File: src/rtl/fifo_mem_prog.sv
// Synchronous FIFO for any depth >= 2, with registered or first-word-fall-through
// read, programmable almost-full/almost-empty levels, occupancy count, flush and sticky errors.
module fifo_mem_prog #(
  parameter int DATA_WIDTH = 16,
  parameter int DEPTH      = 18,
  parameter int READ_MODE  = 0,
  parameter int CNT_W      = $clog2(DEPTH + 1)
) (
  input  logic                  clk_in,
  input  logic                  areset_b,
  input  logic                  flush,
  input  logic                  trans_write,
  input  logic [DATA_WIDTH-1:0] data_in,
  input  logic                  trans_read,
  input  logic [CNT_W-1:0]      af_level,
  input  logic [CNT_W-1:0]      ae_level,
  input  logic                  err_clr,
  output logic [DATA_WIDTH-1:0] data_out,
  output logic [CNT_W-1:0]      count,
  output logic                  full_ind,
  output logic                  empty_ind,
  output logic                  almost_full_ind,
  output logic                  almost_empty_ind,
  output logic                  overflow_ind,
  output logic                  underflow_ind
);

  localparam int PTR_W = (DEPTH > 1) ? $clog2(DEPTH) : 1;

  logic [DATA_WIDTH-1:0] mem_q [DEPTH];
  logic [PTR_W-1:0]      wr_ptr_q, wr_ptr_d;
  logic [PTR_W-1:0]      rd_ptr_q, rd_ptr_d;
  logic [CNT_W-1:0]      count_q, count_d;
  logic [DATA_WIDTH-1:0] rdata_q, rdata_d;
  logic                  ovf_q, ovf_d;
  logic                  udf_q, udf_d;
  logic                  wr_ok_s, rd_ok_s, wr_rej_s, rd_rej_s;
  logic                  full_s, empty_s;

  assign empty_s = (count_q == {CNT_W{1'b0}});
  assign full_s  = (count_q == CNT_W'(DEPTH));

  // Accept/reject strobes; flush swallows both requests without raising errors.
  always_comb begin
    rd_ok_s  = trans_read & ~empty_s & ~flush;
    wr_ok_s  = trans_write & (~full_s | trans_read) & ~flush;
    rd_rej_s = trans_read & ~rd_ok_s & ~flush;
    wr_rej_s = trans_write & ~wr_ok_s & ~flush;
  end

  // Next-state for pointers, occupancy, registered read data and sticky flags.
  always_comb begin
    wr_ptr_d = wr_ptr_q;
    rd_ptr_d = rd_ptr_q;
    count_d  = count_q;
    rdata_d  = rdata_q;
    if (flush) begin
      wr_ptr_d = {PTR_W{1'b0}};
      rd_ptr_d = {PTR_W{1'b0}};
      count_d  = {CNT_W{1'b0}};
      rdata_d  = {DATA_WIDTH{1'b0}};
    end else begin
      if (wr_ok_s) begin
        wr_ptr_d = (wr_ptr_q == PTR_W'(DEPTH - 1)) ? {PTR_W{1'b0}} : wr_ptr_q + PTR_W'(1);
      end else begin
        wr_ptr_d = wr_ptr_q;
      end
      if (rd_ok_s) begin
        rd_ptr_d = (rd_ptr_q == PTR_W'(DEPTH - 1)) ? {PTR_W{1'b0}} : rd_ptr_q + PTR_W'(1);
        rdata_d  = mem_q[rd_ptr_q];
      end else begin
        rd_ptr_d = rd_ptr_q;
      end
      case ({wr_ok_s, rd_ok_s})
        2'b10:   count_d = count_q + CNT_W'(1);
        2'b01:   count_d = count_q - CNT_W'(1);
        default: count_d = count_q;
      endcase
    end
    // A rejection in the same cycle as err_clr keeps the flag set.
    if (wr_rej_s) begin
      ovf_d = 1'b1;
    end else if (err_clr) begin
      ovf_d = 1'b0;
    end else begin
      ovf_d = ovf_q;
    end
    if (rd_rej_s) begin
      udf_d = 1'b1;
    end else if (err_clr) begin
      udf_d = 1'b0;
    end else begin
      udf_d = udf_q;
    end
  end

  // Control and status registers.
  always_ff @(posedge clk_in or negedge areset_b) begin
    if (!areset_b) begin
      wr_ptr_q <= {PTR_W{1'b0}};
      rd_ptr_q <= {PTR_W{1'b0}};
      count_q  <= {CNT_W{1'b0}};
      rdata_q  <= {DATA_WIDTH{1'b0}};
      ovf_q    <= 1'b0;
      udf_q    <= 1'b0;
    end else begin
      wr_ptr_q <= wr_ptr_d;
      rd_ptr_q <= rd_ptr_d;
      count_q  <= count_d;
      rdata_q  <= rdata_d;
      ovf_q    <= ovf_d;
      udf_q    <= udf_d;
    end
  end

  // Storage array is intentionally left unreset.
  always_ff @(posedge clk_in) begin
    if (wr_ok_s) begin
      mem_q[wr_ptr_q] <= data_in;
    end
  end

  // FWFT exposes the head directly; an empty FIFO presents zero.
  always_comb begin
    if (READ_MODE == 1) begin
      data_out = empty_s ? {DATA_WIDTH{1'b0}} : mem_q[rd_ptr_q];
    end else begin
      data_out = rdata_q;
    end
  end

  assign count            = count_q;
  assign full_ind         = full_s;
  assign empty_ind        = empty_s;
  assign almost_full_ind  = (count_q >= af_level);
  assign almost_empty_ind = (count_q <= ae_level);
  assign overflow_ind     = ovf_q;
  assign underflow_ind    = udf_q;

endmodule

File: config.mk
export PLATFORM = sky130hd
export DESIGN_NAME = fifo_mem_prog
export DESIGN_NICKNAME = d
export VERILOG_FILES = /design/src/rtl/fifo_mem_prog.sv
export SDC_FILE = /design/constraint.sdc
export NUM_CORES = 1
export LEC_CHECK = 0
export ABC_AREA = 1
export BUFFER_PORTS_ARGS = -buffer_cell sky130_fd_sc_hd__buf_2
export CORE_ASPECT_RATIO = 0.9
export CORE_MARGIN = 10
export CORE_UTILIZATION = 55
export CTS_CLUSTER_SIZE = 40
export DETAILED_ROUTE_END_ITERATION = 10
export PLACE_DENSITY = 0.7
export SLEW_MARGIN = 25
export SYNTH_ARGS = -nofsm -noshare
export SYNTH_HDL_FRONTEND = slang
export SYNTH_SLANG_ARGS = --single-unit
File: constraint.sdc
create_clock -name clk_in -period 4 [get_ports clk_in]
set_clock_uncertainty 0.1 [all_clocks]
set_input_delay 0.4 -clock clk_in [delete_from_list [all_inputs] [get_ports clk_in]]
set_output_delay 0.4 -clock clk_in [all_outputs]
set_load 0.02 [all_outputs]
==> impl_metrics.toml <==
[run_status]
status = "completed"

[die]
die_w_um = 190.1
rows = 55
start_util = 0.5637
die-area_sq_um = 32890
die_h_um = 173.1
boundaryPins = 59
core_sq_um = 25390

[sta]
fin_crit_ns = 2.876
finalHoldViolCount = 0
slew_headroom = 0.3728
tns_ns = 0
worstMarginPinSlew_ns = 0.9351
setup_ws_ns = 1.124
setup_viol = 0
finalMaxSlewViolations = 0
max_freq_mhz = 347.8
rsz0062_at_grt = "no"
fin_crit_sh = 0.7189

[worst_setup_path]
required_ns = 4.01
arrival_ns = 2.89
startpoint_type = "flip-flop"
path_cells = "inv_1, nor2_1, nand4_1, nand2_1, nor2_1, nand2_1, nor2_2"
regToRegSetupSlack_ns = 1.12
slowest_stage = "nor2_2"
cp-end-kind = "flip-flop"
path_max_fanout = 16
slowest_delay_ns = 0.77
crit_type = "reg2reg"
critical_path_buf_inv_count = 1
worst_path_dominant_cell_family = "simple AND/OR/NAND/NOR gates"

[detailed_routing]
wl_per_cell_um = 18.72
drt_pass1_iterations = 5
ant_nets = 0
initialDrtViolationCount = 1098
routed_wl_mm = 35.01
drc = 0
viasPerCell = 5.275
vias = 9865

[global_route]
grt_max_degree = 76
antenna_found_initial = 0
first_global_vias = 9554
grt_overflow = 0
grtUsageTotal = 0.2116
grt_pass1_wl_mm = 53.92

[place]
placed_area_sq_um = 14950
pre_cts_slack_ns = 1.139
portBuffers = 58
dp_hpwl_mm = 22.21
gp_congestion = 0.9068
dp.cells = 1808

[yosys]
yosysWarnings = 0
synthCells = 1451
ys_seq_area_frac = 0.6618
synth_nets = 1503
yosys.area.top_type = "edfxtp_1"
ys_seq_elements = 321
synth_area_sq_um = 14310
ys_types = 25
netlist_top_cells_area = "edfxtp_1 (60%), nand2_1 (13%), inv_1 (7.1%)"
postSynthAreaPerCell_sq_um = 9.866
synth_top_area_share = 0.6041

[pwr]
ir_drop_uv = 390.5
p_leak_nw = 7.223
powerDensity_nw_per_um2 = 581.2

[finish]
layoutNonFillerInstCount = 1870
syn2layout_area_growth_pct = 11.69
final_cell_area_sq_um = 15990
drive_gt1_frac = 0.09097
fin_nets = 1555
antenna-diode-count = 0

[worst_hold_path]
hold_path_class = "in2reg"

[clock_tree]
cts_root_buf = "clkbuf_16"
clk_pin_slew_ns = 0.06
clkSinkCount = 321
cts_buffers = 34
cts_buffer_depth = 3
clock_latency_ns = 0.50
cts_tree = "done"
post_cts_buffers = 0
cts_max_level = 2

[job]
maxCapViolations = 0
-- state kept, by name, summed over array words and instances (netlist names) --
| register | count |
|---|---|
| wr_ptr_q | 5 |
| mem_q | 288 |
| overflow_ind | 1 |
| underflow_ind | 1 |
| rd_ptr_q | 5 |
| count | 5 |
| data_out | 16 |
-- cells in the final DEF (no fill, tap or decap), types with 2 or more instances in the layout --
master     count
inv_2          2
o21bai_1       2
o22ai_1        9
nor2_1        38
edfxtp_1     288
buf_12         2
nand4_1        5
ha_1          19
clkbuf_8       2
clkinv_1      16
clkbuf_16     35
nor2_2        17
a21oi_1        6
xor2_1         6
xnor2_1        3
inv_1        268
clkbuf_1       5
buf_2         58
o21ai_0       25
clkinv_2       4
buf_4         12
nand2_1      492
nand3_1      171
dfrtp_1       31
-- cells by family after synthesis --
logic type                 share of synthesized area
buffers and inverters                        0.09116
and+or+nand+nor                               0.2071
AOI/OAI and AO/OA                            0.01643
adders and majority gates                    0.01801
DFF                                           0.6618
xor gates and xnor gates                    0.005507
-- metrics by stage --
stage,utilization,hold WS (ns),power [mW]
after global placement,0.5886,0.3605,6.394
after global routing,0.6296,0.01408,9.764
after detailed placement,0.5887,0.3601,6.426
after CTS,0.6296,0.004097,9.329
after floorplan,-,0.004409,5.583
final,0.6296,0.02102,9.292
-- timing repair --
action / CTS / global route
setup endpoints to repair: 0 / 0
hold endpoints to repair: 33 / 0
resized for setup: 0 / 0
hold buffers: 1 / 0
-- worst paths after layout --
check	cells past startpoint	start	endpoint
setup / recovery	7	count[1]$_DFFE_PN0P_	mem_q[12][12]$_DFFE_PP_
hold / removal	2	err_clr	overflow_ind$_DFFE_PN0P_
setup reg to reg	7	count[1]$_DFFE_PN0P_	mem_q[12][12]$_DFFE_PP_
hold reg to reg	2	data_out[6]$_DFFE_PN0P_	data_out[6]$_DFFE_PN0P_
max in group asynchronous	2	areset_b	rd_ptr_q[0]$_DFFE_PN0P_
min in group asynchronous	2	areset_b	data_out[7]$_DFFE_PN0P_
-- synth_stat cells --
| cell | count |
|---|---|
| inv_2 | 2 |
| nand3_1 | 171 |
| nor2_1 | 55 |
| xor2_1 | 6 |
| nand4_1 | 5 |
| fa_1 | 1 |
| o22ai_1 | 9 |
| o21bai_1 | 2 |
| nand3b_1 | 1 |
| nand2_1 | 492 |
| inv_1 | 270 |
| nor4_1 | 1 |
| nor3_1 | 2 |
| dfrtp_1 | 33 |
| edfxtp_1 | 288 |
| buf_1 | 7 |
| buf_2 | 32 |
| xnor2_1 | 3 |
| buf_4 | 6 |
| clkbuf_1 | 12 |
| ha_1 | 19 |
| o21ai_0 | 25 |
| a21oi_1 | 6 |
| clkinv_1 | 2 |
| o221ai_1 | 1 |
-- metal layers --
metal  up-vias  wire length, um  track usage
met5         -                0            0
met4         0              995      0.06642
met3        62             2606      0.03862
met2       381            15980       0.3284
met1      4701            15420       0.2953
li1       4721                -            -
-- power breakdown --
group | leakage (nW) | switching (mW) | internal (mW)
combinational | 3.68 | 1.74 | 0.695
clock | 0.506 | 1.22 | 1.70
sequential | 3.04 | 0.165 | 3.77
total | 7.22 | 3.13 | 6.16
-- area by class of cell --
class                           instances  area (sq um)
Timing Repair Buffer                   73         430.4
Sequential cell                       321          9479
Inverter                              274          1031
Tap cell                              342         427.9
Multi-Input combinational cell        799          3590
Fill cell                            1999          9405
Clock buffer                           42         922.1
Clock inverter                         19         107.6
No activity file was read; power rests on OpenSTA's default activity.
